**src/rtl/pad_pkg.sv**
```systemverilog
// pad_pkg: shared definitions for the Mega Drive pad scanner.
//   - button bit positions inside the 12-bit button vector
//   - pad pin positions inside the 7-bit port bus
//   - scanner state encoding and the idle tap-selector value
package pad_pkg;

    // Button vector bit positions (active-high in btn_t).
    localparam int BTN_RIGHT = 0;
    localparam int BTN_LEFT  = 1;
    localparam int BTN_DOWN  = 2;
    localparam int BTN_UP    = 3;
    localparam int BTN_A     = 4;
    localparam int BTN_B     = 5;
    localparam int BTN_C     = 6;
    localparam int BTN_START = 7;
    localparam int BTN_X     = 8;
    localparam int BTN_Y     = 9;
    localparam int BTN_Z     = 10;
    localparam int BTN_MODE  = 11;

    // Pad pin positions on the port bus (pins are active low).
    localparam int PIN_D0 = 0;
    localparam int PIN_D1 = 1;
    localparam int PIN_D2 = 2;
    localparam int PIN_D3 = 3;
    localparam int PIN_TL = 4;
    localparam int PIN_TR = 5;
    localparam int PIN_TH = 6;

    typedef logic [11:0] btn_t;

    typedef enum logic [1:0] {
        IDLE  = 2'd0,
        SEL   = 2'd1,
        PHASE = 2'd2,
        DONE  = 2'd3
    } state_e;

    // Tap selector with the enable (bit 6) high: no player selected.
    localparam logic [6:0] TAP_NONE = 7'h70;

    // Selector value for a player: enable low, index on [5:4].
    function automatic logic [6:0] tap_select(input logic multi, input logic [1:0] idx);
        return multi ? {1'b0, idx, 4'h0} : TAP_NONE;
    endfunction

endpackage

```
**src/rtl/pad_scanner_if.sv**
```systemverilog
// pad_scanner_if: physical pad-port bundle between the scanner and the pins.
//   port_in  : pad pins as seen by the console ([3:0] D0-D3, [4] TL, [5] TR, [6] TH readback)
//   port_out : values driven onto the pad pins (only TH, bit 6, is meaningful)
//   port_dir : per-pin output enable, 1 = driven
//   tap_out  : 4-way tap selector lines on the second port
// Modports: master = scanner side, slave = pad/pin side.
interface pad_scanner_if;

    logic [6:0] port_in;
    logic [6:0] port_out;
    logic [6:0] port_dir;
    logic [6:0] tap_out;

    modport master (
        input  port_in,
        output port_out,
        output port_dir,
        output tap_out
    );

    modport slave (
        output port_in,
        input  port_out,
        input  port_dir,
        input  tap_out
    );

endinterface

```
**src/rtl/pad_phase_decode.sv**
```systemverilog
// pad_phase_decode: combinational decode of one sampled pad-pin set for a
// given handshake phase. Produces a per-bit update mask and value for the
// button vector plus write enables/values for the present and six flags.
// Ports:
//   phase       : handshake phase 0..7 the sample belongs to
//   pins        : sampled D0-D3/TL/TR (active low)
//   present_in  : present flag accumulated so far for this player
//   six_in      : six-button flag accumulated so far for this player
//   btn_mask    : 1 = this button bit is updated by this phase
//   btn_val     : new value for masked button bits (active high)
//   present_we / present_val, six_we / six_val : flag updates
module pad_phase_decode
    import pad_pkg::*;
(
    input  logic [2:0] phase,
    input  logic [5:0] pins,
    input  logic       present_in,
    input  logic       six_in,
    output btn_t       btn_mask,
    output btn_t       btn_val,
    output logic       present_we,
    output logic       present_val,
    output logic       six_we,
    output logic       six_val
);

    always_comb begin
        btn_mask    = '0;
        btn_val     = '0;
        present_we  = 1'b0;
        present_val = 1'b0;
        six_we      = 1'b0;
        six_val     = 1'b0;
        case (phase)
            3'd0: begin
                // TH high: directions plus B/C.
                btn_mask[BTN_UP]    = 1'b1;
                btn_mask[BTN_DOWN]  = 1'b1;
                btn_mask[BTN_LEFT]  = 1'b1;
                btn_mask[BTN_RIGHT] = 1'b1;
                btn_mask[BTN_B]     = 1'b1;
                btn_mask[BTN_C]     = 1'b1;
                btn_val[BTN_UP]     = ~pins[PIN_D0];
                btn_val[BTN_DOWN]   = ~pins[PIN_D1];
                btn_val[BTN_LEFT]   = ~pins[PIN_D2];
                btn_val[BTN_RIGHT]  = ~pins[PIN_D3];
                btn_val[BTN_B]      = ~pins[PIN_TL];
                btn_val[BTN_C]      = ~pins[PIN_TR];
            end
            3'd1: begin
                // TH low: a pad pulls D2/D3 low; open pins float high.
                present_we          = 1'b1;
                present_val         = (pins[PIN_D3:PIN_D2] == 2'b00);
                btn_mask[BTN_A]     = 1'b1;
                btn_mask[BTN_START] = 1'b1;
                btn_val[BTN_A]      = ~pins[PIN_TL];
                btn_val[BTN_START]  = ~pins[PIN_TR];
            end
            3'd5: begin
                // Third TH low: a 6-button pad drives all of D0-D3 low.
                six_we  = 1'b1;
                six_val = (pins[PIN_D3:PIN_D0] == 4'b0000) && present_in;
            end
            3'd6: begin
                // Extra buttons; forced clear for 3-button pads so stale
                // upper bits can never leak through.
                btn_mask[BTN_X]    = 1'b1;
                btn_mask[BTN_Y]    = 1'b1;
                btn_mask[BTN_Z]    = 1'b1;
                btn_mask[BTN_MODE] = 1'b1;
                if (six_in) begin
                    btn_val[BTN_Z]    = ~pins[PIN_D0];
                    btn_val[BTN_Y]    = ~pins[PIN_D1];
                    btn_val[BTN_X]    = ~pins[PIN_D2];
                    btn_val[BTN_MODE] = ~pins[PIN_D3];
                end
            end
            default: begin
                // Phases 2, 3, 4 and 7 carry nothing new.
            end
        endcase
    end

endmodule

```
**src/rtl/pad_scanner.sv**
```systemverilog
// pad_scanner: console-side Mega Drive pad reader.
// Walks TH through the 8-phase 3/6-button handshake, optionally stepping a
// 4-way tap through four players, and publishes all results at once.
// Ports:
//   clk, reset       : clock, synchronous active-high reset
//   multitap         : 1 = scan 4 players through the tap (sampled at scan start)
//   pad              : pad pin bundle (port_in/port_out/port_dir/tap_out)
//   p1_btn..p4_btn   : active-high button vectors per player
//   present, six_btn : per-player pad detected / 6-button pad detected
//   valid            : 1-cycle pulse when all result outputs were updated
//   dbg_state        : current FSM state (IDLE/SEL/PHASE/DONE encoding)
module pad_scanner
    import pad_pkg::*;
#(
    parameter int SETTLE = 64,
    parameter int GAP    = 100000
) (
    input  logic          clk,
    input  logic          reset,
    input  logic          multitap,
    pad_scanner_if.master pad,
    output btn_t          p1_btn,
    output btn_t          p2_btn,
    output btn_t          p3_btn,
    output btn_t          p4_btn,
    output logic [3:0]    present,
    output logic [3:0]    six_btn,
    output logic          valid,
    output logic [1:0]    dbg_state
);

    localparam logic [1:0] S_IDLE  = IDLE;
    localparam logic [1:0] S_SEL   = SEL;
    localparam logic [1:0] S_PHASE = PHASE;
    localparam logic [1:0] S_DONE  = DONE;

    // One down-counter serves both the settle time and the inter-scan gap.
    localparam int CNT_MAX = (SETTLE > GAP) ? SETTLE : GAP;
    localparam int CW      = $clog2(CNT_MAX + 1);
    localparam logic [CW-1:0] SETTLE_LD = CW'(SETTLE - 1);
    localparam logic [CW-1:0] GAP_LD    = CW'(GAP);

    logic [1:0]    state;
    logic [CW-1:0] cnt;
    logic [2:0]    phase;
    logic [1:0]    idx;
    logic          multi;
    logic          th;
    logic [6:0]    tap;

    // Working copy for the player currently being scanned.
    btn_t          cur_btn;
    logic          cur_present;
    logic          cur_six;

    // Shadow results, copied to the outputs only when the scan completes.
    btn_t          sh_btn [4];
    logic [3:0]    sh_present;
    logic [3:0]    sh_six;

    btn_t          dec_mask;
    btn_t          dec_val;
    logic          dec_present_we;
    logic          dec_present_val;
    logic          dec_six_we;
    logic          dec_six_val;

    // TH readback is not needed: TH is always driven by the console.
    logic          th_readback_unused;
    assign th_readback_unused = pad.port_in[PIN_TH];

    assign pad.port_out = {th, 6'b0};
    assign pad.port_dir = 7'h40;
    assign pad.tap_out  = tap;
    assign dbg_state    = state;

    pad_phase_decode u_decode (
        .phase       (phase),
        .pins        (pad.port_in[5:0]),
        .present_in  (cur_present),
        .six_in      (cur_six),
        .btn_mask    (dec_mask),
        .btn_val     (dec_val),
        .present_we  (dec_present_we),
        .present_val (dec_present_val),
        .six_we      (dec_six_we),
        .six_val     (dec_six_val)
    );

    always_ff @(posedge clk) begin
        if (reset) begin
            state       <= S_IDLE;
            cnt         <= '0;
            phase       <= '0;
            idx         <= '0;
            multi       <= 1'b0;
            th          <= 1'b1;
            tap         <= TAP_NONE;
            cur_btn     <= '0;
            cur_present <= 1'b0;
            cur_six     <= 1'b0;
            for (int i = 0; i < 4; i++) begin
                sh_btn[i] <= '0;
            end
            sh_present  <= '0;
            sh_six      <= '0;
            p1_btn      <= '0;
            p2_btn      <= '0;
            p3_btn      <= '0;
            p4_btn      <= '0;
            present     <= '0;
            six_btn     <= '0;
            valid       <= 1'b0;
        end else begin
            valid <= 1'b0;
            case (state)
                S_IDLE: begin
                    if (cnt == '0) begin
                        // Scan start: latch player count, clear the shadow so
                        // players that are not scanned report zeros.
                        multi       <= multitap;
                        idx         <= 2'd0;
                        tap         <= tap_select(multitap, 2'd0);
                        th          <= 1'b1;
                        cnt         <= SETTLE_LD;
                        cur_btn     <= '0;
                        cur_present <= 1'b0;
                        cur_six     <= 1'b0;
                        for (int i = 0; i < 4; i++) begin
                            sh_btn[i] <= '0;
                        end
                        sh_present  <= '0;
                        sh_six      <= '0;
                        state       <= S_SEL;
                    end else begin
                        cnt <= cnt - 1'b1;
                    end
                end

                S_SEL: begin
                    if (cnt == '0) begin
                        phase <= 3'd0;
                        th    <= 1'b1;
                        cnt   <= SETTLE_LD;
                        state <= S_PHASE;
                    end else begin
                        cnt <= cnt - 1'b1;
                    end
                end

                S_PHASE: begin
                    if (cnt == '0) begin
                        // Sample point: last cycle of the phase.
                        cur_btn <= (cur_btn & ~dec_mask) | (dec_val & dec_mask);
                        if (dec_present_we) begin
                            cur_present <= dec_present_val;
                        end
                        if (dec_six_we) begin
                            cur_six <= dec_six_val;
                        end
                        if (phase == 3'd7) begin
                            // Phase 7 never samples, so cur_* are final here.
                            th                <= 1'b1;
                            sh_btn[idx]       <= cur_present ? cur_btn : '0;
                            sh_present[idx]   <= cur_present;
                            sh_six[idx]       <= cur_present & cur_six;
                            if (multi && (idx != 2'd3)) begin
                                idx         <= idx + 2'd1;
                                tap         <= tap_select(multi, idx + 2'd1);
                                cnt         <= SETTLE_LD;
                                cur_btn     <= '0;
                                cur_present <= 1'b0;
                                cur_six     <= 1'b0;
                                state       <= S_SEL;
                            end else begin
                                tap   <= TAP_NONE;
                                state <= S_DONE;
                            end
                        end else begin
                            // Next phase p+1 drives TH = ~(p+1)[0] = p[0].
                            phase <= phase + 3'd1;
                            th    <= phase[0];
                            cnt   <= SETTLE_LD;
                        end
                    end else begin
                        cnt <= cnt - 1'b1;
                    end
                end

                S_DONE: begin
                    p1_btn  <= sh_btn[0];
                    p2_btn  <= sh_btn[1];
                    p3_btn  <= sh_btn[2];
                    p4_btn  <= sh_btn[3];
                    present <= sh_present;
                    six_btn <= sh_six;
                    valid   <= 1'b1;
                    tap     <= TAP_NONE;
                    cnt     <= GAP_LD;
                    state   <= S_IDLE;
                end

                default: begin
                    state <= S_IDLE;
                end
            endcase
        end
    end

endmodule

```
**src/flat_wrapper.sv**
```systemverilog
// flat-port wrapper written by rule: the top's interface ports become plain ports
module pad_scanner_flat import pad_pkg::*;
#(
    parameter int SETTLE = 64,
    parameter int GAP    = 100000
)
  (clk, reset, multitap, p1_btn, p2_btn, p3_btn, p4_btn, present, six_btn, valid, dbg_state, pad_port_in, pad_port_out, pad_port_dir, pad_tap_out);
  pad_scanner_if pad_i ();
  input  logic clk;
  input  logic reset;
  input  logic multitap;
  output btn_t p1_btn;
  output btn_t p2_btn;
  output btn_t p3_btn;
  output btn_t p4_btn;
  output logic [3:0] present;
  output logic [3:0] six_btn;
  output logic valid;
  output logic [1:0] dbg_state;
  input wire logic [$bits(pad_i.port_in)-1:0] pad_port_in;
  output wire logic [$bits(pad_i.port_out)-1:0] pad_port_out;
  output wire logic [$bits(pad_i.port_dir)-1:0] pad_port_dir;
  output wire logic [$bits(pad_i.tap_out)-1:0] pad_tap_out;
  assign pad_i.port_in = pad_port_in;
  assign pad_port_out = pad_i.port_out;
  assign pad_port_dir = pad_i.port_dir;
  assign pad_tap_out = pad_i.tap_out;
  pad_scanner #(.SETTLE(SETTLE), .GAP(GAP)) u_core (.clk(clk), .reset(reset), .multitap(multitap), .pad(pad_i), .p1_btn(p1_btn), .p2_btn(p2_btn), .p3_btn(p3_btn), .p4_btn(p4_btn), .present(present), .six_btn(six_btn), .valid(valid), .dbg_state(dbg_state));
endmodule
```
**config.mk**
```make
export PLATFORM = sky130hd
export DESIGN_NAME = pad_scanner_flat
export DESIGN_NICKNAME = d
export VERILOG_FILES = /design/src/rtl/pad_pkg.sv /design/src/rtl/pad_scanner_if.sv /design/src/rtl/pad_phase_decode.sv /design/src/rtl/pad_scanner.sv /design/src/flat_wrapper.sv
export SDC_FILE = /design/constraint.sdc
export NUM_CORES = 1
export LEC_CHECK = 0
export CELL_PAD_IN_SITES_DETAIL_PLACEMENT = 1
export CELL_PAD_IN_SITES_GLOBAL_PLACEMENT = 1
export CORE_AREA = 2 2 101 177
export DETAILED_ROUTE_END_ITERATION = 10
export DIE_AREA = 0 0 103 179
export PLACE_DENSITY_LB_ADDON = 0.1
export SLEW_MARGIN = 0
export SYNTH_ARGS = -nofsm -noshare
export SYNTH_HDL_FRONTEND = slang
export SYNTH_SLANG_ARGS = --single-unit
```
**constraint.sdc**
```tcl
create_clock -name clk -period 3 [get_ports clk]
set_input_delay 0.6 -clock clk [delete_from_list [all_inputs] [get_ports clk]]
set_output_delay 0.6 -clock clk [all_outputs]
set_load 0.02 [all_outputs]
```
* Word-level counts from Yosys, hierarchy flattened
Memory sizes are Yosys's and may differ from the RTL's. A register that Yosys moved wholly into a read port is not among the register bits.
Cells that the tools add are included.
** Word-level totals
- Flip-flop bits (word level) :: 64
- Output and inout port bits :: 80
- Word-level logic and storage cells :: 165
- Memories :: 1
- Memory bits (writable) :: 48
- Bits of input ports :: 10
** Memory list
- u_core.sh_btn :: words 4, width 12, read ports 4, clocked after memory_dff 4, wr ports 4, line pad_scanner.sv:57 : btn_t sh_btn [4];
** Operators by class
- Reductions and logical operators :: 22
- Multiplexer cells :: 91
- Order comparisons :: 2
- Equality and inequality tests :: 16
- Bitwise gates (word level) :: 15
- Add/subtract/negate cells :: 3
** Operators by type and width (count)
- $mux 12 :: 10
- $mux 17 :: 4
- $pmux 17 s3 :: 1
- $mux 7 :: 6
- $mux 4 :: 10
- $mux 1 :: 32
- $and 12x12->12 :: 2
- $mux 2 :: 12
- $pmux 12 s2 :: 1
- $pmux 7 s3 :: 1
- $logic_not 17->1 :: 1
- $sub 17x1->17 const B :: 1
- $pmux 4 s2 :: 2
- $reduce_and 4->1 :: 4
- $ne 2x1->1 const B :: 6
- $not 12->12 :: 1
- $or 12x12->12 :: 1
- $reduce_or 12->1 :: 1
- $eq 3x3->1 const B :: 3
- $mux 3 :: 3
- $bwmux 4 :: 2
- $pmux 2 s4 :: 1
- $not 1->1 :: 6
- $pmux 1 s2 :: 3
- 24 further kinds :: 35

* Depth between registers and ports, before layout
Gate-level depths: netlist of the first run.
- Word-level depth :: 9
- Mapped depth :: 9

* Cells and area by module
From an unflattened synthesis of the first run, not the netlist that was laid out.
** Second synthesis, totals
- Cells, all modules :: 722
- Area total of the unflattened synthesis :: 6522.5 sq um
** By module, submodules not included
- pad_scanner :: times used 1, cells an instance 687, area each 6296.0 sq um
- pad_phase_decode :: times used 1, cells an instance 35, area each 226.5 sq um

* Least setup slack after synthesis of the first run
Ideal clock, no wire load.
- Kind :: reg2reg
- From :: register u_core.cnt[11]
- To :: memory u_core.sh_btn[3][0] (netlist bit) (enable)
- Data required time :: 2.602 ns
- Setup slack :: 0.092 ns
- Cell stages (with the launch flop) :: 7
- Arrival :: 2.510 ns
- Buffers on the path :: 2
- Library setup time :: 0.398 ns
- Cells stage by stage :: dfxtp_1 or4_4 and4bb_2 buf_4 nand2_1 clkbuf_1 o21ai_0
** RTL lines
- start: declaration :: line pad_scanner.sv:44 : logic [CW-1:0] cnt;
- start signal: assignment :: line pad_scanner.sv:136 : cnt <= cnt - 1'b1;
- start signal: assignment :: line pad_scanner.sv:147 : cnt <= cnt - 1'b1;
- start signal: assignment :: line pad_scanner.sv:186 : cnt <= cnt - 1'b1;
- end: declaration :: line pad_scanner.sv:57

==> flow_summary.html, run 1 <==
<table>
<tr><th>Metric</th><th>Value</th></tr>
<tr><th colspan="2">Place</th></tr>
<tr><td>Post-DP HPWL</td><td>12120 um</td></tr>
<tr><td>Final weighted congestion of routability-driven global placement</td><td>0.7946</td></tr>
<tr><td>Port buffer count</td><td>about 70</td></tr>
<tr><th colspan="2">STA</th></tr>
<tr><td>Total negative slack for setup checks</td><td>0 ns</td></tr>
<tr><td>Final-report max-slew violation count</td><td>0</td></tr>
<tr><td>Final min period</td><td>2.459 ns</td></tr>
<tr><td>RSZ-0062 raised after global routing</td><td>no</td></tr>
<tr><td>Worst Hold Margin</td><td>0.4586 ns</td></tr>
<tr><td>Maximum frequency from static timing analysis</td><td>406.7 MHz</td></tr>
<tr><td>Final Cycle Share</td><td>between 80 and 90%</td></tr>
<tr><td>Final hold violation count</td><td>0</td></tr>
<tr><td>Tightest Pin Transition</td><td>roughly 0.74 ns</td></tr>
<tr><td>Setup skew after layout</td><td>0.008672 ns</td></tr>
<tr><td>Max-slew headroom at the worst pin</td><td>50.53%</td></tr>
<tr><td>Number of setup violations in the final report</td><td>0</td></tr>
<tr><th colspan="2">Route</th></tr>
<tr><td>Average via count per standard cell</td><td>4.962</td></tr>
<tr><td># DRC</td><td>0</td></tr>
<tr><td>1st-pass router iterations</td><td>4</td></tr>
<tr><td>Iter 0 DRT Violations</td><td>around 130</td></tr>
<tr><td>Routed len/inst</td><td>17.37 um</td></tr>
<tr><td>Drt total wl</td><td>~16000 um</td></tr>
<tr><td>Routed via count</td><td>about 4700</td></tr>
<tr><td>Antenna-violating nets left</td><td>0</td></tr>
<tr><th colspan="2">Power and ir drop</th></tr>
<tr><td>Gate power share</td><td>27.2%</td></tr>
<tr><td>Internal</td><td>4.365 mW</td></tr>
<tr><td>Net Sw Power</td><td>2.279 mW</td></tr>
<tr><td>Clock network fraction of total power</td><td>31.9%</td></tr>
<tr><td>Pwr/cell area</td><td>829.1 nW/um2</td></tr>
<tr><td>Worst VDD drop</td><td>0.5814 mV</td></tr>
<tr><td>Static Leak</td><td>2.769 nW</td></tr>
<tr><td>Sequential share of power</td><td>41.0%</td></tr>
<tr><td>Share of total power consumed by net switching</td><td>34.30%</td></tr>
<tr><th colspan="2">Floorplan</th></tr>
<tr><td>CORE AREA</td><td>17140 um2</td></tr>
<tr><td>Y dimension of the die</td><td>179 um</td></tr>
<tr><td>Std-Cell Rows</td><td>64</td></tr>
<tr><td>Initial cell density of the core</td><td>38.21%</td></tr>
<tr><td>I/O pin cnt</td><td>90</td></tr>
<tr><td>Die area</td><td>roughly 18000 um2</td></tr>
<tr><td>Width of the die</td><td>~100 um</td></tr>
<tr><th colspan="2">Job</th></tr>
<tr><td>Count of max-cap constraint violations</td><td>0</td></tr>
<tr><th colspan="2">Synthesis</th></tr>
<tr><td>Number of cells produced by synthesis</td><td>633</td></tr>
<tr><td>Synth Area per Inst</td><td>between 10 and 15 um2</td></tr>
<tr><td>Prevailing post-synth register cell</td><td>sky130_fd_sc_hd__dfxtp_1</td></tr>
<tr><td>Cell variety after synth</td><td>55</td></tr>
<tr><td>Fraction of the yosys area taken by sequential cells</td><td>55.04%</td></tr>
<tr><td>Syn. warnings</td><td>0</td></tr>
<tr><td>Post-synth EDFFs</td><td>48</td></tr>
<tr><td>Combined area of all synthesized cells</td><td>6548 um2</td></tr>
<tr><td>Seq cells post-synth</td><td>156</td></tr>
<tr><td>Post-synth ARST share</td><td>0%</td></tr>
<tr><th colspan="2">Setup path</th></tr>
<tr><td>Critical path endpoint category</td><td>flop</td></tr>
<tr><td>Stage delay of the slowest cell on the critical path</td><td>0.58 ns</td></tr>
<tr><td>Required time of the critical path</td><td>3.12 ns</td></tr>
<tr><td>Critical path fanouts, max</td><td>12</td></tr>
<tr><td>CP Buf/Inv Count</td><td>1</td></tr>
<tr><td>Worst path slowest cell</td><td>sky130_fd_sc_hd__or4_4</td></tr>
<tr><td>Setup CP Type</td><td>reg2reg</td></tr>
<tr><td>Critical Path Source Type</td><td>flop</td></tr>
<tr><td>Cells along the critical path</td><td>or4_4, and4bb_2, nand2_1, o21ai_0, buf_4</td></tr>
<tr><td>WP data arrival</td><td>approximately 2.6 ns</td></tr>
<tr><td>Critical path's top delay family</td><td>simple AND/OR/NAND/NOR gates</td></tr>
<tr><th colspan="2">Global route</th></tr>
<tr><td>All-Layer GR Usage</td><td>18.92%</td></tr>
<tr><td>Largest net degree at the start of global routing</td><td>49</td></tr>
<tr><td>Vias in the first global route</td><td>around 5000</td></tr>
<tr><td>First-pass GRT wire length</td><td>roughly 26000 um</td></tr>
<tr><td>Number of antenna violations at the first check in global routing</td><td>0</td></tr>
<tr><td>Gr ovfl total</td><td>0</td></tr>
<tr><th colspan="2">Clock tree</th></tr>
<tr><td>Root buf cell</td><td>sky130_fd_sc_hd__clkbuf_16</td></tr>
<tr><td>Insertion delay to the later sink of the worst-skew pair</td><td>~0.42 ns</td></tr>
<tr><td>Maximum root-to-sink buffer count</td><td>2</td></tr>
<tr><td>Quantity of gates resized following cts</td><td>0</td></tr>
<tr><td>Post-CTS Repair Setup Buffers</td><td>0</td></tr>
<tr><td>Clock slew at reported path FFs</td><td>0.07 ns</td></tr>
<tr><td>CTS Buf Count</td><td>17</td></tr>
<tr><td>Number of hold buffers added after CTS</td><td>0</td></tr>
<tr><td>H-tree depth</td><td>4</td></tr>
<tr><td>TritonCTS clock tree</td><td>built</td></tr>
<tr><td>CTS sink count</td><td>156</td></tr>
<tr><th colspan="2">Cells and area</th></tr>
<tr><td>Syn-to-layout area delta</td><td>22.38%</td></tr>
<tr><td>Layout cells sized above 1</td><td>~9.0%</td></tr>
<tr><td>Net count, final</td><td>726</td></tr>
<tr><td>Number of diodes added for antenna fixing</td><td>0</td></tr>
<tr><th colspan="2">Worst hold path</th></tr>
<tr><td>Hold Crit Class</td><td>reg2reg</td></tr>
<tr><th colspan="2">Run status</th></tr>
<tr><td>Status</td><td>completed</td></tr>
</table>
[cell usage in the layout, fill, tap and decap left out, drive strengths merged, types with 3 or more instances in the layout]
master and n:
and3 7, a31oi 4, a21o 3, and2 4, nor4 8, a21oi 24, dfxtp 108, o2bb2ai 4
clkinv 3, buf 16, or3 8, xor2 6, nor3 7, clkbuf 17, clkdlybuf4s50 70, nand4 12
nand2 41, nand3b 3, conb 17, o21ai 8, a211oi 7, a32o 4, edfxtp 48, nor2 141
mux2i 58, ha 15, nand2b 7, nor2b 4, nand3 8, xnor2 5, inv 19
[final timing paths]
path,from,to,slack (ns),depth (start not counted)
setup reg to reg,u_core.cnt[11],u_core.sh_btn[1][1],0.54,5
hold / removal,u_core.sh_six[1],u_core.sh_six[1],0.46,2
setup / recovery,u_core.cnt[11],u_core.sh_btn[1][1],0.54,5
hold reg to reg,u_core.sh_six[1],u_core.sh_six[1],0.46,2
[Yosys cell counts (7+ instances only)]
library cell / n / area share, %
sky130_fd_sc_hd__a21oi_1: 24 / 1.8
sky130_fd_sc_hd__nand4_1: 11 / 1.1
sky130_fd_sc_hd__nand2b_1: 7 / 0.67
sky130_fd_sc_hd__dfxtp_1: 108 / 33
sky130_fd_sc_hd__nor3_1: 7 / 0.54
sky130_fd_sc_hd__buf_1: 7 / 0.40
sky130_fd_sc_hd__nand2_1: 41 / 2.4
sky130_fd_sc_hd__o21ai_0: 8 / 0.61
sky130_fd_sc_hd__inv_1: 11 / 0.63
sky130_fd_sc_hd__mux2i_1: 58 / 8.9
sky130_fd_sc_hd__nor2_1: 140 / 8.0
sky130_fd_sc_hd__nand3_1: 8 / 0.61
sky130_fd_sc_hd__clkbuf_1: 19 / 1.1
sky130_fd_sc_hd__and3_1: 7 / 0.67
sky130_fd_sc_hd__or3_1: 7 / 0.67
sky130_fd_sc_hd__edfxtp_1: 48 / 22
sky130_fd_sc_hd__ha_1: 15 / 2.9
sky130_fd_sc_hd__buf_4: 19 / 2.2
[flip-flops by register name, indices dropped and copies added (netlist names)]
register,count
u_core.valid,1
u_core.six_btn,4
u_core.cur_present,1
u_core.cnt,17
u_core.sh_present,4
u_core.phase,3
p1_btn,12
u_core.sh_btn,48
p4_btn,12
u_core.dbg_state,2
u_core.idx,2
u_core.present,4
u_core.th,1
u_core.multi,1
u_core.cur_six,1
p3_btn,12
u_core.pad.tap_out,3
u_core.cur_btn,12
p2_btn,12
u_core.sh_six,4
[final cells by class]
| class | instances | area (um2) |
|---|---|---|
| Clock inverter | 14 | 151.4 |
| Inverter | 11 | 41.29 |
| Fill cell | 1912 | 9124 |
| Clock buffer | 17 | 425.4 |
| Timing Repair Buffer | 86 | 818.3 |
| Sequential cell | 156 | 3603 |
| Multi-Input combinational cell | 429 | 2684 |
| Tap cell | 231 | 289.0 |
[worst min-delay path, cell delays in order (launching register included)]
cell and delay (ns):
sky130_fd_sc_hd__dfxtp_1 0.31, sky130_fd_sc_hd__nand2_1 0.05, sky130_fd_sc_hd__a21oi_1 0.05
[logic make-up (layout without fill, tap and decap cells)]
group	count (synthesis)	count (layout)	synth area share [%]
other cells	2	17	0.1147
compound gates	73	73	7.988
simple gates	254	254	18.46
fa+ha+maj	15	15	2.866
xor+xnor	11	11	1.471
mux	59	59	9.039
buf+inv	63	128	5.026
flops	156	156	55.04
[power by group through the flow]
stage / Combinational, mW / Sequential, mW / Clock, mW
floorplan: 1.32 / 2.74 / 0
CTS: 1.82 / 2.72 / 2.16
finish: 1.81 / 2.72 / 2.12
global route: 2.01 / 2.75 / 2.25
detailed placement: 1.81 / 2.77 / 0
global placement: 1.75 / 2.76 / 0
[layer usage]
metal  global-route usage (%)  share of wire [%]
met5                        0                  0
met4                    6.250                1.8
met3                    3.431                2.1
met2                    36.44                 57
met1                    20.04                 39
[metrics by stage]
| step | util, % | setup WS, ns | instance area, um2 | power, mW | std cells |
|---|---|---|---|---|---|
| finish | 46.76 | 0.5411 | 8013 | 6.644 | 944 |
| global placement | 43.39 | 0.5876 | 7436 | 4.510 | 913 |
| detailed placement | 43.39 | 0.5048 | 7436 | 4.585 | 913 |
| global route | 46.76 | 0.3861 | 8013 | 7.011 | 944 |
| floorplan | - | 0.09220 | 6604 | 4.056 | 648 |
| CTS | 46.76 | 0.4811 | 8013 | 6.709 | 944 |
(Power assumes the default switching activity.)
==> run 2, diff against run 1 <==
==> constraint.sdc (replaced) <==
create_clock -name clk -period 2.1 [get_ports clk]
set_input_delay 0.42 -clock clk [delete_from_list [all_inputs] [get_ports clk]]
set_output_delay 0.42 -clock clk [all_outputs]
set_load 0.02 [all_outputs]
==> run 2 against run 1 <==
Compared with the run above: the run now ends with setup timing left; critical path depth unchanged; total power increased by 55%; core utilization increased by 4.0 points; hold slack improved by 0.0035 ns; critical endpoint unchanged; largest cell class unchanged; largest power group unchanged; highest routed layer unchanged.
==> flow_summary.html, run 2 (synthesis gave the netlist of run 1 again) <==
<table>
<tr><th>Metric</th><th>Value</th></tr>
<tr><th colspan="2">STA</th></tr>
<tr><td>Number of setup violations in the final report</td><td>16 (+16)</td></tr>
<tr><td>Final hold violation count</td><td>0 (unchanged)</td></tr>
<tr><td>Total negative slack for setup checks</td><td>-0.1252 ns (-0.1252 ns)</td></tr>
<tr><td>Maximum frequency from static timing analysis</td><td>471.2 MHz (+16%)</td></tr>
<tr><td>Tightest Pin Transition</td><td>0.6995 ns (-0.03706 ns)</td></tr>
<tr><td>Final min period</td><td>2.122 ns (-0.3364 ns)</td></tr>
<tr><td>Worst Setup Slack, final</td><td>-0.02245 ns (-0.5636 ns)</td></tr>
<tr><td>Final Cycle Share</td><td>101.1% (+19 points)</td></tr>
<tr><td>Max-slew headroom at the worst pin</td><td>53.30% (+2.8 points)</td></tr>
<tr><td>Setup skew after layout</td><td>0.02378 ns (+0.01511 ns)</td></tr>
<tr><td>Final-report max-slew violation count</td><td>0 (unchanged)</td></tr>
<tr><td>Worst Hold Margin</td><td>0.4622 ns (+0.003534 ns)</td></tr>
<tr><td>RSZ-0062 raised after global routing</td><td>yes</td></tr>
<tr><th colspan="2">Global route</th></tr>
<tr><td>Number of antenna violations at the first check in global routing</td><td>0 (unchanged)</td></tr>
<tr><td>All-Layer GR Usage</td><td>19.02% (+0.099 points)</td></tr>
<tr><td>Gr ovfl total</td><td>0 (unchanged)</td></tr>
<tr><td>First-pass GRT wire length</td><td>26620 um (+1.0%)</td></tr>
<tr><td>Vias in the first global route</td><td>5176 (+3.3%)</td></tr>
<tr><td>Largest net degree at the start of global routing</td><td>75 (+53%)</td></tr>
<tr><th colspan="2">Clock tree</th></tr>
<tr><td>Clock slew at reported path FFs</td><td>0.07 ns (about the same)</td></tr>
<tr><td>H-tree depth</td><td>4 (unchanged)</td></tr>
<tr><td>CTS Buf Count</td><td>17 (unchanged)</td></tr>
<tr><td>CTS sink count</td><td>156 (unchanged)</td></tr>
<tr><td>TritonCTS clock tree</td><td>built</td></tr>
<tr><td>Maximum root-to-sink buffer count</td><td>2 (unchanged)</td></tr>
<tr><td>Insertion delay to the later sink of the worst-skew pair</td><td>0.43 ns (about the same)</td></tr>
<tr><td>Root buf cell</td><td>sky130_fd_sc_hd__clkbuf_16</td></tr>
<tr><th colspan="2">Floorplan</th></tr>
<tr><td>Die area</td><td>18440 um2 (unchanged)</td></tr>
<tr><td>I/O pin cnt</td><td>90 (unchanged)</td></tr>
<tr><td>Std-Cell Rows</td><td>64 (unchanged)</td></tr>
<tr><td>Width of the die</td><td>103 um (unchanged)</td></tr>
<tr><td>Y dimension of the die</td><td>179 um (unchanged)</td></tr>
<tr><td>CORE AREA</td><td>17140 um2 (unchanged)</td></tr>
<tr><td>Initial cell density of the core</td><td>38.21% (unchanged)</td></tr>
<tr><th colspan="2">Route</th></tr>
<tr><td>1st-pass router iterations</td><td>4 (unchanged)</td></tr>
<tr><td># DRC</td><td>0 (unchanged)</td></tr>
<tr><td>Routed via count</td><td>4886 (+4.3%)</td></tr>
<tr><td>Drt total wl</td><td>17020 um (+3.8%)</td></tr>
<tr><td>Average via count per standard cell</td><td>4.920 (-0.83%)</td></tr>
<tr><td>Iter 0 DRT Violations</td><td>122 (-4.7%)</td></tr>
<tr><td>Antenna-violating nets left</td><td>0 (unchanged)</td></tr>
<tr><td>Routed len/inst</td><td>17.14 um (-1.4%)</td></tr>
<tr><th colspan="2">Setup path</th></tr>
<tr><td>WP data arrival</td><td>2.25 ns (-0.33 ns)</td></tr>
<tr><td>Required time of the critical path</td><td>2.23 ns (-0.89 ns)</td></tr>
<tr><td>Cells along the critical path</td><td>or4_4, and4bb_4, nand2_4, o21ai_4, buf_12</td></tr>
<tr><td>Stage delay of the slowest cell on the critical path</td><td>0.53 ns (-0.05 ns)</td></tr>
<tr><td>Critical path endpoint category</td><td>flop</td></tr>
<tr><td>Startpoint of the most critical setup path</td><td>u_core.cnt[12]</td></tr>
<tr><td>Critical path fanouts, max</td><td>12 (unchanged)</td></tr>
<tr><td>Worst path slowest cell</td><td>sky130_fd_sc_hd__or4_4</td></tr>
<tr><td>Reg-to-Reg Start</td><td>u_core.cnt[12]</td></tr>
<tr><td>Critical Path Source Type</td><td>flop</td></tr>
<tr><td>Setup CP Type</td><td>reg2reg</td></tr>
<tr><th colspan="2">Place</th></tr>
<tr><td>Post-DP HPWL</td><td>12630 um (+4.2%)</td></tr>
<tr><td>Placed insts</td><td>952 (+4.3%)</td></tr>
<tr><td>Placed instance area</td><td>7858 um2 (+5.7%)</td></tr>
<tr><td>Port buffer count</td><td>71 (unchanged)</td></tr>
<tr><td>Final weighted congestion of routability-driven global placement</td><td>0.8262 (+4.0%)</td></tr>
<tr><td>Pre-CTS worst setup slack</td><td>-0.1370 ns (-0.6418 ns)</td></tr>
<tr><th colspan="2">Run status</th></tr>
<tr><td>Violations in the final reports</td><td>setup timing</td></tr>
<tr><td>Status</td><td>finished with violations</td></tr>
<tr><th colspan="2">Cells and area</th></tr>
<tr><td>Fraction of the core area covered by cells at the end of the flow</td><td>50.80% (+4.0 points)</td></tr>
<tr><td>Final Cell Area</td><td>8706 um2 (+8.7%)</td></tr>
<tr><td>Number of flip-flops in the largest register</td><td>48 (unchanged)</td></tr>
<tr><td>Commonest cells after routing, fill and taps aside</td><td>114 x sky130_fd_sc_hd__nor2_1, 106 x sky130_fd_sc_hd__dfxtp_1, 70 x sky130_fd_sc_hd__clkdlybuf4s50_1</td></tr>
<tr><td>Layout cells sized above 1</td><td>21.39% (+12 points)</td></tr>
<tr><td>Registers with the highest flip-flop counts</td><td>u_core.sh_btn (48), u_core.cnt (17)</td></tr>
<tr><td>Number of cells in the finished layout apart from fillers</td><td>993 (+5.2%)</td></tr>
<tr><td>Number of diodes added for antenna fixing</td><td>0 (unchanged)</td></tr>
<tr><td>Net count, final</td><td>774 (+6.6%)</td></tr>
<tr><td>Syn-to-layout area delta</td><td>32.96%</td></tr>
<tr><td>Leading cell type in the layout, fill and taps excluded</td><td>sky130_fd_sc_hd__nor2_1</td></tr>
<tr><td>Filler cells</td><td>1900 (-0.63%)</td></tr>
<tr><td>Register bank with the most flops</td><td>u_core.sh_btn</td></tr>
<tr><th colspan="2">Job</th></tr>
<tr><td>Count of max-cap constraint violations</td><td>0 (unchanged)</td></tr>
<tr><th colspan="2">Worst hold path</th></tr>
<tr><td>Hold Crit Class</td><td>reg2reg</td></tr>
<tr><td>Worst min-delay path startpoint</td><td>u_core.sh_six[0]</td></tr>
<tr><th colspan="2">Power and ir drop</th></tr>
<tr><td>Pwr/cell area</td><td>1184 nW/um2 (+43%)</td></tr>
<tr><td>Worst VDD drop</td><td>0.9367 mV (+61%)</td></tr>
<tr><td>Total Power Consumption</td><td>10.31 mW (+55%)</td></tr>
<tr><td>Static Leak</td><td>3.096 nW (+12%)</td></tr>
</table>
run 2: path summary, 6_finish.rpt:
path	end	slack, ns	cells after the start
min	u_core.sh_six[0]	0.46	2
min reg2reg	u_core.sh_six[0]	0.46	2
max	u_core.sh_btn[1][1]	-0.02	5
max reg2reg	u_core.sh_btn[1][1]	-0.02	5
run 2: worst max-delay path, delay by kind of cell (launching register included):
family          cells  cell delay (ns)
compound gates      1             0.22
simple gates        3             1.12
buf+inv             1             0.16
flops               1             0.32
run 2: power breakdown:
part	leakage, nW	switching [mW]	internal, mW
clock network	0.282	1.33	1.63
logic	1.44	1.93	1.57
registers	1.37	0.246	3.60
total	3.10	3.51	6.80
run 2: layer usage:
layer  routed length, um  part of all wire [%]  track usage [%]  up-vias
met3                 322                   1.9            3.977       19
met1                6211                    36            19.45     2403
met2               10170                    60            37.20       72
met5                   0                     0                0        -
met4                 314                   1.8            5.921        0
li1                    -                     -                -     2392
run 2: cell type report:
cell class | count | area [um2] | area share, %
Clock buffer | 19 | 454.2 | 5.217
Clock inverter | 13 | 116.4 | 1.337
Inverter | 11 | 41.29 | 0.4743
Multi-Input combinational cell | 429 | 2912 | 33.44
Sequential cell | 156 | 3606 | 41.42
Tap cell | 231 | 289.0 | 3.320
Timing Repair Buffer | 134 | 1287 | 14.79
run 2: what timing repair did:
item,CTS,global route
endpoints found under the setup margin,104,122
pin swaps,7,12
setup buffers,2,5
gates resized for setup,6,58
hold buffers,0,0
cloned,0,2
==> run 3, diff against run 2 <==
--- a/config.mk
+++ b/config.mk
@@ -10,6 +10,7 @@
 export CORE_AREA = 2 2 101 177
 export DETAILED_ROUTE_END_ITERATION = 10
 export DIE_AREA = 0 0 103 179
+export MAX_ROUTING_LAYER = met4
 export PLACE_DENSITY_LB_ADDON = 0.1
 export SLEW_MARGIN = 0
 export SYNTH_ARGS = -nofsm -noshare
==> run 3 against run 2 <==
Compared with the run above: the run still ends with setup timing left; first-iteration DRC count shrank 7.4%; sequential share of layout area shrank 1.2 points; count of clock-buffer cells in the layout unchanged; sequential power about the same; global-route usage grew 0.53 points; setup slack gained 0.0039 ns; sequential cell count stayed put; die area unchanged; critical endpoint unchanged; largest power group unchanged; highest routed layer unchanged.
==> flow_summary.html, run 3 (synthesis gave the netlist of run 1 again) <==
<table>
<tr><th>Metric</th><th>Value</th></tr>
<tr><th colspan="2">Route</th></tr>
<tr><td># DRC</td><td>0 (unchanged)</td></tr>
<tr><td>Antenna-violating nets left</td><td>0 (unchanged)</td></tr>
<tr><td>Routed via count</td><td>4889 (+0.061%)</td></tr>
<tr><td>Average via count per standard cell</td><td>4.914 (-0.14%)</td></tr>
<tr><td>1st-pass router iterations</td><td>4 (unchanged)</td></tr>
<tr><td>Drt total wl</td><td>17270 um (+1.5%)</td></tr>
<tr><td>Iter 0 DRT Violations</td><td>113 (-7.4%)</td></tr>
<tr><td>Routed len/inst</td><td>17.36 um (+1.3%)</td></tr>
<tr><th colspan="2">Floorplan</th></tr>
<tr><td>Std-Cell Rows</td><td>64 (unchanged)</td></tr>
<tr><td>Y dimension of the die</td><td>179 um (unchanged)</td></tr>
<tr><td>Width of the die</td><td>103 um (unchanged)</td></tr>
<tr><td>I/O pin cnt</td><td>90 (unchanged)</td></tr>
<tr><td>Die area</td><td>18440 um2 (unchanged)</td></tr>
<tr><td>CORE AREA</td><td>17140 um2 (unchanged)</td></tr>
<tr><td>Initial cell density of the core</td><td>38.21% (unchanged)</td></tr>
<tr><th colspan="2">Setup path</th></tr>
<tr><td>Worst path slowest cell</td><td>sky130_fd_sc_hd__or4_4</td></tr>
<tr><td>Critical path's top delay family</td><td>simple AND/OR/NAND/NOR gates</td></tr>
<tr><td>Reg-to-Reg Start</td><td>u_core.cnt[12]</td></tr>
<tr><td>CP Buf/Inv Count</td><td>1 (unchanged)</td></tr>
<tr><td>Register-to-register setup slack</td><td>-0.02 ns (about the same)</td></tr>
<tr><td>Critical path fanouts, max</td><td>12 (unchanged)</td></tr>
<tr><td>Critical Path Source Type</td><td>flop</td></tr>
<tr><td>WP data arrival</td><td>2.25 ns (about the same)</td></tr>
<tr><td>Cells along the critical path</td><td>or4_4, and4bb_4, nand2_4, o21ai_4, buf_12</td></tr>
<tr><td>Required time of the critical path</td><td>2.23 ns (about the same)</td></tr>
<tr><td>Endpoint of the worst-slack reg-to-reg timing path</td><td>u_core.sh_btn[1][1]</td></tr>
<tr><td>R2r worst-path depth</td><td>5 (unchanged)</td></tr>
<tr><td>Setup CP Type</td><td>reg2reg</td></tr>
<tr><td>Critical path endpoint category</td><td>flop</td></tr>
<tr><td>Stage delay of the slowest cell on the critical path</td><td>0.53 ns (about the same)</td></tr>
<tr><th colspan="2">Worst hold path</th></tr>
<tr><td>Worst min-delay path startpoint</td><td>u_core.sh_six[0]</td></tr>
<tr><td>Hold Crit Class</td><td>reg2reg</td></tr>
<tr><td>Worst hold endpoint</td><td>u_core.sh_six[0]</td></tr>
<tr><td>Hold Path Depth</td><td>2 (unchanged)</td></tr>
<tr><th colspan="2">Cells and area</th></tr>
<tr><td>Number of flip-flops in the largest register</td><td>48 (unchanged)</td></tr>
<tr><td>Registers with the highest flip-flop counts</td><td>u_core.sh_btn (48), u_core.cnt (17)</td></tr>
<tr><td>Number of diodes added for antenna fixing</td><td>0 (unchanged)</td></tr>
<tr><td>Leading cell type in the layout, fill and taps excluded</td><td>sky130_fd_sc_hd__dfxtp_1</td></tr>
<tr><td>Layout cells sized above 1</td><td>23.95% (+2.6 points)</td></tr>
<tr><td>Final Cell Area</td><td>8970 um2 (+3.0%)</td></tr>
<tr><td>Net count, final</td><td>776 (+0.26%)</td></tr>
<tr><td>Register bank with the most flops</td><td>u_core.sh_btn</td></tr>
<tr><td>Number of cells in the finished layout apart from fillers</td><td>995 (+0.20%)</td></tr>
<tr><td>Commonest cells after routing, fill and taps aside</td><td>106 x sky130_fd_sc_hd__dfxtp_1, 96 x sky130_fd_sc_hd__nor2_1, 70 x sky130_fd_sc_hd__clkdlybuf4s50_1</td></tr>
<tr><td>Syn-to-layout area delta</td><td>37.00%</td></tr>
<tr><th colspan="2">Clock tree</th></tr>
<tr><td>Clock slew at reported path FFs</td><td>0.07 ns (about the same)</td></tr>
<tr><td>Number of hold buffers added after CTS</td><td>0 (unchanged)</td></tr>
<tr><td>CTS Buf Count</td><td>17 (unchanged)</td></tr>
<tr><td>Insertion delay to the later sink of the worst-skew pair</td><td>0.43 ns (about the same)</td></tr>
<tr><td>Root buf cell</td><td>sky130_fd_sc_hd__clkbuf_16</td></tr>
<tr><td>CTS sink count</td><td>156 (unchanged)</td></tr>
<tr><td>H-tree depth</td><td>4 (unchanged)</td></tr>
<tr><td>Maximum root-to-sink buffer count</td><td>2 (unchanged)</td></tr>
<tr><td>TritonCTS clock tree</td><td>built</td></tr>
<tr><th colspan="2">Global route</th></tr>
<tr><td>All-Layer GR Usage</td><td>19.55% (+0.53 points)</td></tr>
<tr><td>Met2 routing resource usage after global routing</td><td>37.31% (+0.11 points)</td></tr>
<tr><td>Number of antenna violations at the first check in global routing</td><td>0 (unchanged)</td></tr>
<tr><td>Global routing met1 resource utilization</td><td>19.43% (-0.025 points)</td></tr>
<tr><td>Largest net degree at the start of global routing</td><td>75 (unchanged)</td></tr>
<tr><td>Vias in the first global route</td><td>5181 (+0.097%)</td></tr>
<tr><td>Busiest layer in global routing</td><td>met2</td></tr>
<tr><td>Met3 demand-to-capacity share in global routing</td><td>3.743% (-0.23 points)</td></tr>
<tr><td>First-pass GRT wire length</td><td>26650 um (+0.13%)</td></tr>
<tr><td>Gr ovfl total</td><td>0 (unchanged)</td></tr>
<tr><th colspan="2">Place</th></tr>
<tr><td>Placed instance area</td><td>7858 um2 (unchanged)</td></tr>
<tr><td>Post-DP HPWL</td><td>12630 um (unchanged)</td></tr>
<tr><td>Pre-CTS worst setup slack</td><td>-0.1370 ns (unchanged)</td></tr>
<tr><td>Port buffer count</td><td>71 (unchanged)</td></tr>
<tr><td>Placed insts</td><td>952 (unchanged)</td></tr>
<tr><td>Final weighted congestion of routability-driven global placement</td><td>0.8387 (+1.5%)</td></tr>
<tr><th colspan="2">Power and ir drop</th></tr>
<tr><td>Pwr/cell area</td><td>1149 nW/um2 (-3.0%)</td></tr>
<tr><td>Total Power Consumption</td><td>10.31 mW (about the same)</td></tr>
<tr><td>Worst VDD drop</td><td>0.9354 mV (-0.13%)</td></tr>
<tr><td>Static Leak</td><td>3.164 nW (+2.2%)</td></tr>
<tr><th colspan="2">STA</th></tr>
<tr><td>Tightest Pin Transition</td><td>0.6744 ns (-0.02507 ns)</td></tr>
<tr><td>Setup skew after layout</td><td>0.02203 ns (-0.001753 ns)</td></tr>
<tr><td>Final Cycle Share</td><td>100.9% (-0.18 points)</td></tr>
<tr><td>Max-slew headroom at the worst pin</td><td>54.98% (+1.7 points)</td></tr>
<tr><td>Worst Setup Slack, final</td><td>-0.01857 ns (+0.003877 ns)</td></tr>
<tr><td>Final min period</td><td>2.119 ns (-0.003877 ns)</td></tr>
<tr><td>Maximum frequency from static timing analysis</td><td>472.0 MHz (+0.18%)</td></tr>
<tr><td>Final-report max-slew violation count</td><td>0 (unchanged)</td></tr>
<tr><td>RSZ-0062 raised after global routing</td><td>yes</td></tr>
<tr><td>Number of setup violations in the final report</td><td>15 (-1)</td></tr>
<tr><td>Final hold violation count</td><td>0 (unchanged)</td></tr>
<tr><th colspan="2">Run status</th></tr>
<tr><td>Status</td><td>finished with violations</td></tr>
<tr><td>Violations in the final reports</td><td>setup timing</td></tr>
<tr><th colspan="2">Job</th></tr>
<tr><td>Count of max-cap constraint violations</td><td>0 (unchanged)</td></tr>
</table>
run 3: cell types whose count changed in the layout (fill, tap and decap cells not counted):
cell                      change
sky130_fd_sc_hd__nor2_4      +29
sky130_fd_sc_hd__nor2_1      -18
sky130_fd_sc_hd__nor2_2      -11
sky130_fd_sc_hd__buf_12       +3
sky130_fd_sc_hd__buf_6        -3
sky130_fd_sc_hd__buf_8        +3
sky130_fd_sc_hd__nand2_2      -2
sky130_fd_sc_hd__nand2_4      +2
sky130_fd_sc_hd__buf_4        -1
run 3: metal layers:
layer	vias to the layer above	routed length, um
met2	76	10310
met4	0	396
met3	25	370
met1	2393	6198
met5	-	0
li1	2395	-
run 3: cell type report:
class                           instances  area [um2]
Inverter                               11       41.29
Clock inverter                         13       116.4
Tap cell                              231       289.0
Clock buffer                           19       454.2
Multi-Input combinational cell        429        3112
Fill cell                            1879        8167
Timing Repair Buffer                  136        1351
Sequential cell                       156        3606
run 3: how the worst max path moves through the flow:
stage / startpoint / endpoint / slack, ns / cells past startpoint
global placement: u_core.cnt[14] / u_core.idx[1] / -0.05 / 5
floorplan: u_core.cnt[14] / u_core.sh_btn[0][0] / -0.02 / 6
CTS: u_core.cnt[12] / u_core.pad.tap_out[5] / -0.04 / 6
finish: u_core.cnt[12] / u_core.sh_btn[1][1] / -0.02 / 5
detailed placement: u_core.cnt[14] / u_core.pad.tap_out[5] / -0.14 / 7
global route: u_core.cnt[3] / u_core.sh_btn[2][11] / -0.10 / 8
run 3: power by group:
| part | total [mW] | internal (mW) | switching (mW) | leakage [nW] |
|---|---|---|---|---|
| Clock | 2.97 | 1.63 | 1.33 | 0.282 |
| Combinational | 3.50 | 1.57 | 1.93 | 1.51 |
| Sequential | 3.85 | 3.60 | 0.247 | 1.37 |
run 3: through the flow:
stage	util [%]	TNS, ns	hold slack [ns]
after floorplan	-	-0.8266	0.4315
after global placement	45.85	-0.7239	0.4449
after detailed placement	45.85	-2.875	0.4524
after CTS	49.41	-0.06746	0.4619
after global routing	52.34	-5.302	0.4769
final	52.34	-0.1038	0.4623
run 3: tightest hold or removal path, cell delays in order (launching register included):
cell and delay [ns]:
sky130_fd_sc_hd__dfxtp_1 0.31, sky130_fd_sc_hd__nand2_1 0.05, sky130_fd_sc_hd__a21oi_1 0.05
run 3: what timing repair did:
action,4_1_cts,5_1_grt
resized for setup,6,122
setup buffers,2,5
pin swaps,7,21
endpoints found under the hold margin,0,0
gates cloned,0,4
endpoints found under the setup margin,104,123
